===== src/rtl/rep_string_agen_pkg.sv =====
// Shared definitions for the REP string address sequencer: FSM state
// encodings, element-size and REP-mode encodings, and the element size
// to byte-step lookup that the non-REP AG size muxing also uses.
// Optional feature macro: REP_AGEN_SEG_CHECK_EN (segment limit checking).
package rep_string_agen_pkg;

    typedef enum logic [2:0] {
        ST_IDLE     = 3'd0,
        ST_ISSUE    = 3'd1,
        ST_WAIT_CMP = 3'd2,
        ST_FAULT    = 3'd3,
        ST_DONE     = 3'd4
    } agen_state_e;

    localparam logic [1:0] SIZE_B1 = 2'b00;
    localparam logic [1:0] SIZE_B2 = 2'b01;
    localparam logic [1:0] SIZE_B4 = 2'b10;
    localparam logic [1:0] SIZE_B8 = 2'b11;

    localparam logic [1:0] MODE_SINGLE = 2'b00;
    localparam logic [1:0] MODE_REP    = 2'b01;
    localparam logic [1:0] MODE_REPE   = 2'b10;
    localparam logic [1:0] MODE_REPNE  = 2'b11;

    // Byte count of one element for a given size encoding.
    function automatic logic [3:0] step_bytes(input logic [1:0] size);
        logic [3:0] bytes;
        case (size)
            SIZE_B1: bytes = 4'd1;
            SIZE_B2: bytes = 4'd2;
            SIZE_B4: bytes = 4'd4;
            SIZE_B8: bytes = 4'd8;
            default: bytes = 4'd1;
        endcase
        return bytes;
    endfunction

endpackage


===== src/rtl/rep_string_ptr.sv =====
// One pointer stream of the REP string sequencer: offset register with
// load and DF-signed stepping, segment base add, and (when
// REP_AGEN_SEG_CHECK_EN is defined) the inclusive segment limit compare.
module rep_string_ptr
    import rep_string_agen_pkg::*;
#(
    parameter int ADDR_W = 32
) (
    input  logic              clk,
    input  logic              rst_n,
    input  logic              load,
    input  logic              step_en,
    input  logic [ADDR_W-1:0] ofs_init,
    input  logic [ADDR_W-1:0] base_init,
    input  logic [ADDR_W-1:0] limit_init,
    input  logic [1:0]        size,
    input  logic              df,
    output logic [ADDR_W-1:0] ofs,
    output logic [ADDR_W-1:0] lin_addr,
    output logic              limit_fault
);

    logic [ADDR_W-1:0] ofs_r;
    logic [ADDR_W-1:0] base_r;
    logic [ADDR_W-1:0] step_mag_s;
    logic [ADDR_W-1:0] ofs_next_s;

    assign step_mag_s = ADDR_W'(step_bytes(size));

    // Next offset: one element forward, or backward when DF is set (wraps).
    always_comb begin
        ofs_next_s = ofs_r;
        if (df) begin
            ofs_next_s = ofs_r - step_mag_s;
        end else begin
            ofs_next_s = ofs_r + step_mag_s;
        end
    end

    // Offset and segment base registers; load wins over stepping.
    always_ff @(posedge clk or negedge rst_n) begin
        if (!rst_n) begin
            ofs_r  <= '0;
            base_r <= '0;
        end else if (load) begin
            ofs_r  <= ofs_init;
            base_r <= base_init;
        end else if (step_en) begin
            ofs_r  <= ofs_next_s;
        end
    end

    assign ofs      = ofs_r;
    assign lin_addr = base_r + ofs_r;

`ifdef REP_AGEN_SEG_CHECK_EN
    logic [ADDR_W-1:0] limit_r;
    logic [ADDR_W:0]   end_byte_s;

    // Inclusive segment limit latched with the rest of the configuration.
    always_ff @(posedge clk or negedge rst_n) begin
        if (!rst_n) begin
            limit_r <= '0;
        end else if (load) begin
            limit_r <= limit_init;
        end
    end

    // Last byte of the element, one bit wider so a carry out faults too.
    assign end_byte_s  = {1'b0, ofs_r} + (ADDR_W+1)'(step_bytes(size))
                         - {{ADDR_W{1'b0}}, 1'b1};
    assign limit_fault = (end_byte_s > {1'b0, limit_r});
`else
    logic unused_limit_s;
    assign unused_limit_s = ^limit_init;
    assign limit_fault    = 1'b0;
`endif

endmodule


===== src/rtl/rep_string_agen.sv =====
// REP/REPE/REPNE string address sequencer for the AG stage. Walks
// NUM_STREAMS pointers per iteration, emits one linear address per stream
// over valid/ready, terminates on count or EX ZF feedback, and reports
// final offsets/count. Optional feature macro: REP_AGEN_SEG_CHECK_EN
// enables the per-stream segment limit check and the FAULT state.
module rep_string_agen
    import rep_string_agen_pkg::*;
#(
    parameter int ADDR_W      = 32,
    parameter int CNT_W       = 32,
    parameter int NUM_STREAMS = 2,
    parameter int SID_W       = 2
) (
    input  logic                          CLK,
    input  logic                          RST,
    input  logic                          START,
    input  logic [NUM_STREAMS*ADDR_W-1:0] START_OFS,
    input  logic [NUM_STREAMS*ADDR_W-1:0] SEG_BASE,
    input  logic [NUM_STREAMS*ADDR_W-1:0] SEG_LIMIT,
    input  logic [CNT_W-1:0]              COUNT,
    input  logic [1:0]                    SIZE,
    input  logic                          DF,
    input  logic [1:0]                    REP_MODE,
    input  logic                          FLUSH,
    output logic                          ADDR_VALID,
    input  logic                          ADDR_READY,
    output logic [ADDR_W-1:0]             ADDR_OUT,
    output logic [SID_W-1:0]              ADDR_SID,
    output logic                          ADDR_LAST,
    input  logic                          CMP_VALID,
    input  logic                          CMP_ZF,
    output logic                          BUSY,
    output logic                          DONE,
    output logic [NUM_STREAMS*ADDR_W-1:0] OFS_OUT,
    output logic [CNT_W-1:0]              CNT_OUT,
    output logic                          SEG_FAULT,
    output logic [SID_W-1:0]              FAULT_SID
);

    localparam logic [SID_W-1:0] LAST_SID = SID_W'(NUM_STREAMS - 1);

    agen_state_e       state_r;
    agen_state_e       state_n;
    logic [SID_W-1:0]  sid_r;
    logic [CNT_W-1:0]  cnt_r;
    logic [1:0]        size_r;
    logic [1:0]        mode_r;
    logic              df_r;
    logic              done_r;

    logic [CNT_W-1:0]  cnt_init_s;
    logic [CNT_W-1:0]  cnt_dec_s;
    logic              start_s;
    logic              addr_valid_s;
    logic              hs_s;
    logic              iter_end_s;
    logic              wait_mode_s;
    logic              cmp_stop_s;
    logic              fault_s;
    logic [ADDR_W-1:0] addr_mux_s;

    logic [ADDR_W-1:0]      lin_addr_s [NUM_STREAMS];
    logic [NUM_STREAMS-1:0] lim_fault_s;

    for (genvar g = 0; g < NUM_STREAMS; g++) begin : g_ptr
        rep_string_ptr #(
            .ADDR_W (ADDR_W)
        ) u_ptr (
            .clk         (CLK),
            .rst_n       (RST),
            .load        (start_s),
            .step_en     (iter_end_s),
            .ofs_init    (START_OFS[g*ADDR_W +: ADDR_W]),
            .base_init   (SEG_BASE[g*ADDR_W +: ADDR_W]),
            .limit_init  (SEG_LIMIT[g*ADDR_W +: ADDR_W]),
            .size        (size_r),
            .df          (df_r),
            .ofs         (OFS_OUT[g*ADDR_W +: ADDR_W]),
            .lin_addr    (lin_addr_s[g]),
            .limit_fault (lim_fault_s[g])
        );
    end

    // Select the current stream's linear address and limit status.
    always_comb begin
        addr_mux_s = lin_addr_s[0];
        fault_s    = lim_fault_s[0];
        for (int i = 1; i < NUM_STREAMS; i++) begin
            addr_mux_s = (sid_r == SID_W'(i)) ? lin_addr_s[i]  : addr_mux_s;
            fault_s    = (sid_r == SID_W'(i)) ? lim_fault_s[i] : fault_s;
        end
    end

    assign cnt_init_s   = (REP_MODE == MODE_SINGLE) ? CNT_W'(1) : COUNT;
    assign cnt_dec_s    = cnt_r - CNT_W'(1);
    assign start_s      = (state_r == ST_IDLE) & START & ~FLUSH;
    assign addr_valid_s = (state_r == ST_ISSUE) & ~fault_s;
    assign hs_s         = addr_valid_s & ADDR_READY & ~FLUSH;
    assign iter_end_s   = hs_s & (sid_r == LAST_SID);
    assign wait_mode_s  = (mode_r == MODE_REPE) | (mode_r == MODE_REPNE);
    assign cmp_stop_s   = (cnt_r == '0)
                        | ((mode_r == MODE_REPE)  & ~CMP_ZF)
                        | ((mode_r == MODE_REPNE) &  CMP_ZF);

    // Next-state logic; FLUSH overrides every other event.
    always_comb begin
        state_n = state_r;
        if (FLUSH) begin
            state_n = ST_IDLE;
        end else begin
            case (state_r)
                ST_IDLE: begin
                    if (START) begin
                        if (cnt_init_s == '0) begin
                            state_n = ST_DONE;
                        end else begin
                            state_n = ST_ISSUE;
                        end
                    end else begin
                        state_n = ST_IDLE;
                    end
                end
                ST_ISSUE: begin
                    if (fault_s) begin
                        state_n = ST_FAULT;
                    end else if (iter_end_s) begin
                        if (wait_mode_s) begin
                            state_n = ST_WAIT_CMP;
                        end else if (cnt_dec_s == '0) begin
                            state_n = ST_DONE;
                        end else begin
                            state_n = ST_ISSUE;
                        end
                    end else begin
                        state_n = ST_ISSUE;
                    end
                end
                ST_WAIT_CMP: begin
                    if (CMP_VALID) begin
                        if (cmp_stop_s) begin
                            state_n = ST_DONE;
                        end else begin
                            state_n = ST_ISSUE;
                        end
                    end else begin
                        state_n = ST_WAIT_CMP;
                    end
                end
                ST_FAULT: state_n = ST_FAULT;
                ST_DONE:  state_n = ST_IDLE;
                default:  state_n = ST_IDLE;
            endcase
        end
    end

    // FSM state register.
    always_ff @(posedge CLK or negedge RST) begin
        if (!RST) begin
            state_r <= ST_IDLE;
        end else begin
            state_r <= state_n;
        end
    end

    // Iteration counter, stream index, latched config and DONE pulse.
    always_ff @(posedge CLK or negedge RST) begin
        if (!RST) begin
            cnt_r  <= '0;
            sid_r  <= '0;
            size_r <= SIZE_B1;
            mode_r <= MODE_SINGLE;
            df_r   <= 1'b0;
            done_r <= 1'b0;
        end else begin
            done_r <= (state_n == ST_DONE);
            if (start_s) begin
                cnt_r  <= cnt_init_s;
                sid_r  <= '0;
                size_r <= SIZE;
                mode_r <= REP_MODE;
                df_r   <= DF;
            end else if (iter_end_s) begin
                cnt_r  <= cnt_dec_s;
                sid_r  <= '0;
            end else if (hs_s) begin
                sid_r  <= sid_r + SID_W'(1);
            end
        end
    end

`ifdef REP_AGEN_SEG_CHECK_EN
    logic             seg_fault_r;
    logic [SID_W-1:0] fault_sid_r;

    // Fault flag follows the FAULT state; the stream is captured on entry.
    always_ff @(posedge CLK or negedge RST) begin
        if (!RST) begin
            seg_fault_r <= 1'b0;
            fault_sid_r <= '0;
        end else begin
            seg_fault_r <= (state_n == ST_FAULT);
            if ((state_r == ST_ISSUE) && (state_n == ST_FAULT)) begin
                fault_sid_r <= sid_r;
            end
        end
    end

    assign SEG_FAULT = seg_fault_r;
    assign FAULT_SID = fault_sid_r;
`else
    assign SEG_FAULT = 1'b0;
    assign FAULT_SID = '0;
`endif

    assign ADDR_VALID = addr_valid_s;
    assign ADDR_OUT   = addr_mux_s;
    assign ADDR_SID   = sid_r;
    assign ADDR_LAST  = addr_valid_s & (sid_r == LAST_SID) & (cnt_r == CNT_W'(1));
    assign BUSY       = (state_r != ST_IDLE);
    assign DONE       = done_r;
    assign CNT_OUT    = cnt_r;

endmodule


===== config.mk =====
export PLATFORM = sky130hd
export DESIGN_NAME = rep_string_agen
export DESIGN_NICKNAME = d
export VERILOG_FILES = /design/src/rtl/rep_string_agen_pkg.sv /design/src/rtl/rep_string_ptr.sv /design/src/rtl/rep_string_agen.sv
export SDC_FILE = /design/constraint.sdc
export NUM_CORES = 1
export LEC_CHECK = 0
export CAP_MARGIN = 30
export CORE_ASPECT_RATIO = 0.75
export CORE_MARGIN = 1
export CORE_UTILIZATION = 54
export CTS_CLUSTER_DIAMETER = 100
export CTS_CLUSTER_SIZE = 8
export DETAILED_ROUTE_END_ITERATION = 10
export GPL_ROUTABILITY_DRIVEN = 1
export PLACE_DENSITY_LB_ADDON = 0.12
export SYNTH_ARGS = -nofsm -noshare
export SYNTH_HDL_FRONTEND = slang
export SYNTH_SLANG_ARGS = --single-unit

===== constraint.sdc =====
create_clock -name CLK -period 10.75 [get_ports CLK]
set_input_delay 2.15 -clock CLK [delete_from_list [all_inputs] [get_ports CLK]]
set_output_delay 2.15 -clock CLK [all_outputs]
set_load 0.005 [all_outputs]

==> impl_metrics.yaml, run 1 <==
yosys:
  syn_area_um2: 14200
  synth_warnings: 0
  ys_types: 72
  synth_top_cell_area_share_pct: 30.1
  synth_most_common_cell: "nand2_1"
  async_reset_ff_share_pct: 100
  ys_top_cells_by_count: "nand2_1, a21oi_1, dfrtp_1"
  yosys_register_bits: 171
  ys_seq_area_share_pct: 30.1
  avgSynthCellArea_um2: 7.83
  synth_edf_count: 0
  yosysTopAreaCell: "dfrtp_1"
  synthCells: 1815
  netlist_top_cells_area: "dfrtp_1, ha_1, nand2_1, a21oi_1, o21ai_0"
  ys.flop_type: "dfrtp_1"
worst_hold_path:
  holdCritPathClass: "reg2reg"
timing:
  holdWs_ns: 0.480
  finalWorstSetupSlack_ns: 3.81
  drv_slew: 0
  slew-limit-headroom_pct: 33.2
  clock-skew-final_ns: 0.00740
  fin_tns_setup_ns: 0
  rsz0062_at_grt: "no"
  hold_viol: 0
  fin_crit_sh_pct: 64.6
  setup_viol_count_final: 0
  worstMarginPinSlew_ns: 0.999
  timing.fmax_mhz: 144
  min_period_ns: 6.94
worst_setup_path:
  crit_chain: "ha_1, inv_1, fa_1, nor2b_1, o21a_1, o21ai_0, a21oi_1, o211a_1, a211oi_1, or3_1, o21ai_0, a2111oi_0, a31oi_1, a31oi_1, clkdlybuf4s50_1"
  critPathSlowestCell: "clkdlybuf4s50_1"
  cp-start-kind: "register"
  cp_top_family: "compound AO/OA/AOI/OAI gates"
  required_ns: 8.60
  crit_fanout: 5
  cp-end-kind: "output pin"
  path_class: "reg2out"
  worst_ep_arrival_time_ns: 4.79
  cp_num_buf_inv: 2
  cpPeakStageDelay_ns: 0.54
die:
  core_area_um2: 25900
  initial_core_util_pct: 54.8
  die_x_um: 189
  die_y_um: 142
  boundaryPins: 373
  row_count: 51
  die-area_um2: 27000
pwr:
  combPwrFrac_pct: 62.4
  irDropWorstVdd_mv: 0.162
  power_frac_clock_pct: 14.7
  cellPowerDensity_nw_per_um2: 243
  swShare_pct: 43.4
  p_int_w: 0.00248
  p_switching_w: 0.00191
  p_leak_nw: 8.17
  p_seq_share_pct: 22.9
route:
  drt_wl_total_um: 45700
  drtIter0Drc: 1076
  routedWlPerCell_um: 18.8
  num_vias: 14600
  firstDrtPassIters: 7
  drc_errors: 0
  ant_nets: 0
  via_per_inst: 6.00
cts:
  clockBufferDepth: 2
  cts_made_buffers: 17
  post_cts_resized: 0
  root_buffer: "clkbuf_16"
  postCtsSetupRepairBufs: 0
  clkLatencyLatePin_ns: 0.45
  clk_pin_slew_ns: 0.07
  cts.sinks: 171
  cts_max_level: 4
  holdBufCountCts: 0
  cts_tree: "built"
global_route:
  overflow: 0
  grt_pass1_wl_um: 72200
  grt_pass1_vias: 13600
  grt_use_total_pct: 33.8
  antenna_found_initial: 4
  grt_start_max_net_pins: 75
placement:
  port_buffers: 305
  gp_congestion: 0.994
  place_area_um2: 17500
  hpwl_um: 33400
  post-place-ws_ns: 4.46
status:
  status: "complete, no violations"
layout:
  nFillCells: 2154
  final_nets: 2438
  drive_above_1_share_pct: 3.21
  area_growth_pct: 27.2
  final_area_um2: 18100
run:
  drv_cap: 0
==> path summary, 6_finish.rpt <==
check	to	cells after the start	startpoint	slack (ns)
min reg2reg	g_ptr[1].u_ptr.base_r[9]	2	g_ptr[1].u_ptr.base_r[9]	0.48
max	ADDR_OUT[28]	15	g_ptr[1].u_ptr.ofs[0]	3.81
max reg2reg	g_ptr[0].u_ptr.ofs[26]	14	df_r	6.02
min in group asynchronous	CNT_OUT[28]	1	RST	1.64
min	g_ptr[1].u_ptr.base_r[9]	2	g_ptr[1].u_ptr.base_r[9]	0.48
max in group asynchronous	df_r	2	RST	7.73
==> cells by family (layout without fill, tap and decap cells) <==
logic type | after synthesis | after routing | synth area share, %
DFF | 171 | 171 | 30.1
AOI/OAI and AO/OA | 548 | 548 | 23.6
adders and majority gates | 131 | 131 | 11.8
and+or+nand+nor | 714 | 714 | 22.9
muxes | 11 | 11 | 0.793
buffers and inverters | 115 | 382 | 3.22
xor gates and xnor gates | 124 | 124 | 7.65
other | 1 | 5 | 0.0264
==> state kept, by name (all words and copies together), names as in the netlist, 2 cells and up <==
| register | flops |
|---|---|
| g_ptr.u_ptr.ofs | 64 |
| state_r | 3 |
| size_r | 2 |
| CNT_OUT | 32 |
| g_ptr.u_ptr.base_r | 64 |
| ADDR_SID | 2 |
| mode_r | 2 |
==> per-layer routing <==
metal | track usage (%) | vias to the layer above | wire length, um | share of wire, %
met5 | 0 | - | 34 | 0.074
met4 | 9.04 | 4 | 895 | 2.0
met3 | 7.69 | 67 | 4090 | 9.0
met2 | 53.1 | 616 | 20300 | 45
met1 | 46.6 | 6885 | 20300 | 44
li1 | - | 6996 | - | -
==> metrics by stage <==
stage               power [W]  instances  utilization [%]
floorplan             0.00267       1817                -
global placement      0.00363       2396             67.5
detailed placement    0.00369       2396             67.5
CTS                   0.00436       2428             69.7
global route          0.00471       2429             69.7
finish                0.00439       2430             69.7
==> layout make-up <==
class                           instances  area (um^2)  area share, %
Tap cell                              344          430           2.38
Clock inverter                          7         87.6          0.485
Sequential cell                       171         4280           23.7
Inverter                               34          128          0.706
Clock buffer                           25          495           2.74
Antenna cell                            2         5.00         0.0277
Multi-Input combinational cell       1531         9500           52.6
Timing Repair Buffer                  316         3140           17.4
==> power groups by stage <==
stage | Sequential [W] | Combinational (W) | Clock [W]
finish | 0.00101 | 0.00274 | 0.000645
floorplan | 0.000963 | 0.00171 | 0
global route | 0.00103 | 0.00301 | 0.000675
global placement | 0.00101 | 0.00262 | 0
detailed placement | 0.00101 | 0.00268 | 0
CTS | 0.00100 | 0.00271 | 0.000646
==> cells in the final DEF, fill, tap and decap left out, types with 11 or more instances in the layout <==
| master | n |
|---|---|
| nor2_1 | 128 |
| and3_1 | 11 |
| nand2_1 | 355 |
| nand4_1 | 16 |
| nor2b_1 | 19 |
| or3_1 | 22 |
| a21oi_1 | 172 |
| buf_4 | 11 |
| a31oi_1 | 29 |
| o21bai_1 | 20 |
| inv_1 | 34 |
| o22ai_1 | 16 |
| nand2b_1 | 28 |
| xor2_1 | 58 |
| a211oi_1 | 14 |
| clkdlybuf4s50_1 | 304 |
| o21ai_0 | 143 |
| dfrtp_1 | 170 |
| nor3_1 | 31 |
| a21o_1 | 61 |
| nor4_1 | 21 |
| nand3_1 | 40 |
| o21a_1 | 21 |
| ha_1 | 127 |
| clkbuf_16 | 17 |
| xnor2_1 | 66 |
==> worst min-delay path, delay by kind of cell, from the launching register on <==
family / cells / cell delay [ns]
and+or+nand+nor: 2 / 0.10
DFF: 1 / 0.34
Power figures use the tool's default switching activity.
==> run 2: changes to the inputs <==
--- a/config.mk
+++ b/config.mk
@@ -8,7 +8,7 @@
 export CAP_MARGIN = 30
 export CORE_ASPECT_RATIO = 0.75
 export CORE_MARGIN = 1
-export CORE_UTILIZATION = 54
+export CORE_UTILIZATION = 50
 export CTS_CLUSTER_DIAMETER = 100
 export CTS_CLUSTER_SIZE = 8
 export DETAILED_ROUTE_END_ITERATION = 10
==> constraint.sdc (replaced) <==
create_clock -name CLK -period 6.9 [get_ports CLK]
set_input_delay 1.38 -clock CLK [delete_from_list [all_inputs] [get_ports CLK]]
set_output_delay 1.38 -clock CLK [all_outputs]
set_load 0.005 [all_outputs]
==> run 2 against run 1 <==
Sequential share of layout area down 0.069 points; clock-buffer cell count down 3; die area up 7.9%; wire length down 0.59%; hold slack about the same; global-route usage down 2.5 points; combinational power up 55%; sequential power up 55%; largest power group unchanged.
==> impl_metrics.yaml, run 2 (synthesized netlist as in run 1, its figures left out) <==
timing:
  timing.fmax_mhz: 164
  fin_tns_setup_ns: 0
  rsz0062_at_grt: "no"
  fin_crit_sh_pct: 88.4
  min_period_ns: 6.10
  worstMarginPinSlew_ns: 0.937
  setup_viol_count_final: 0
  hold_viol: 0
  clock-skew-final_ns: 0.0119
  slew-limit-headroom_pct: 37.4
  holdWs_ns: 0.480
  drv_slew: 0
placement:
  port_buffers: 305
  place_area_um2: 17500
  gp_congestion: 0.942
  hpwl_um: 33800
die:
  die_x_um: 197
  row_count: 53
  die-area_um2: 29100
  initial_core_util_pct: 50.8
  die_y_um: 148
  core_area_um2: 28000
  boundaryPins: 373
route:
  num_vias: 14400
  drt_wl_total_um: 45400
  wl_met1_um: 20800
  via_per_inst: 5.81
  highest_layer: "met5"
  routedWlPerCell_um: 18.4
  drc_errors: 0
  ant_nets: 0
  wl_met3_um: 3970
  firstDrtPassIters: 5
  drtIter0Drc: 1077
  met2WireLength_um: 19600
pwr:
  cellPowerDensity_nw_per_um2: 375
  p_switching_w: 0.00296
  p_int_w: 0.00383
  combPwrFrac_pct: 62.5
  power_frac_clock_pct: 14.4
  p_leak_nw: 8.16
  irDropWorstVdd_mv: 0.223
  p_seq_share_pct: 23.1
  swShare_pct: 43.6
global_route:
  overflow: 0
  grt_start_max_net_pins: 176
  antenna_found_initial: 2
  grt_pass1_vias: 13300
  grt_use_total_pct: 31.2
  grt_pass1_wl_um: 71700
layout:
  drive_above_1_share_pct: 3.36
  final_cell_mix: "nand2_1, clkdlybuf4s50_1, a21oi_1, dfrtp_1, o21ai_0"
  final_area_um2: 18100
  area_growth_pct: 27.6
  final_nets: 2438
  layout_commonest_cell: "nand2_1"
cts:
  cts_max_level: 4
  cts_made_buffers: 17
  postCtsSetupRepairBufs: 0
  clk_pin_slew_ns: 0.07
  cts_tree: "built"
  cts.sinks: 171
  clkLatencyLatePin_ns: 0.45
  root_buffer: "clkbuf_16"
  clockBufferDepth: 2
  post_cts_resized: 0
  holdBufCountCts: 0
worst_setup_path:
  crit_fanout: 5
  required_ns: 5.52
  worst_ep_arrival_time_ns: 4.72
  cpPeakStageDelay_ns: 0.55
  cp-start-kind: "register"
  critPathSlowestCell: "clkdlybuf4s50_1"
  path_class: "reg2out"
  crit_chain: "ha_1, inv_1, fa_1, nor2b_1, o21a_1, o21ai_0, a21oi_1, o211a_1, a211oi_1, or3_1, o21ai_0, a2111oi_0, a31oi_1, a31oi_1, clkdlybuf4s50_1"
  cp-end-kind: "output pin"
worst_hold_path:
  holdCritPathClass: "reg2reg"
run:
  drv_cap: 0
status:
  status: "complete, no violations"
run 2: cell types whose count changed in the layout (fill, tap and decap cells not counted), sizes merged:
cell,delta
clkbuf,-3
clkinvlp,+2
bufinv,-1
clkinv,+1
diode,-1
inv,+1
run 2: metal layers:
| layer | vias up | track usage [%] |
|---|---|---|
| li1 | 6994 | - |
| met1 | 6757 | 44.5 |
| met2 | 548 | 47.1 |
| met3 | 62 | 7.39 |
| met4 | 2 | 8.88 |
| met5 | - | 0 |
run 2: path summary, 6_finish.rpt:
kind                                            from  slack, ns  depth (start not counted)                         to
setup / recovery               g_ptr[1].u_ptr.ofs[0]       0.80                         15               ADDR_OUT[28]
hold / removal             g_ptr[0].u_ptr.base_r[16]       0.48                          2  g_ptr[0].u_ptr.base_r[16]
setup reg to reg                                df_r       2.17                         12     g_ptr[0].u_ptr.ofs[26]
hold reg to reg            g_ptr[0].u_ptr.base_r[16]       0.48                          2  g_ptr[0].u_ptr.base_r[16]
max in group asynchronous                        RST       4.75                          2      g_ptr[1].u_ptr.ofs[8]
min in group asynchronous                        RST       0.99                          1                CNT_OUT[19]
run 2: metrics by stage:
stage / std cells / power, W / worst slack [ns] / utilization, %
6_report: 2470 / 0.00679 / 0.802 / 64.8
5_1_grt: 2470 / 0.00732 / 0.524 / 64.8
4_1_cts: 2469 / 0.00677 / 0.885 / 64.7
3_5_place_dp: 2437 / 0.00575 / 1.44 / 62.7
3_3_place_gp: 2436 / 0.00567 / 1.50 / 62.7
2_1_floorplan: 1817 / 0.00417 / 2.53 / -
run 2: worst max-delay path: cells and delay by family, from the launching register on:
kind / cells / cell delay, ns
buf+inv: 2 / 0.63
compound gates: 9 / 2.47
fa+ha+maj: 2 / 0.46
flops: 1 / 0.41
simple gates: 2 / 0.28
run 2: power by group through the flow:
stage	sequential (W)	combinational [W]	clock (W)
6_report	0.00157	0.00425	0.000977
5_1_grt	0.00161	0.00468	0.00103
4_1_cts	0.00157	0.00421	0.000989
3_5_place_dp	0.00159	0.00416	0
3_3_place_gp	0.00158	0.00410	0
2_1_floorplan	0.00150	0.00267	0
run 2: cell type report:
type | instances | area [um^2]
fillers | 2450 | 9860
inverters | 34 | 128
clock inverters | 10 | 90.1
clock buffers | 22 | 484
flip-flops and latches | 171 | 4280
multi-input cells | 1531 | 9500
repair buffers | 316 | 3150
well taps | 385 | 482
diodes | 1 | 2.50
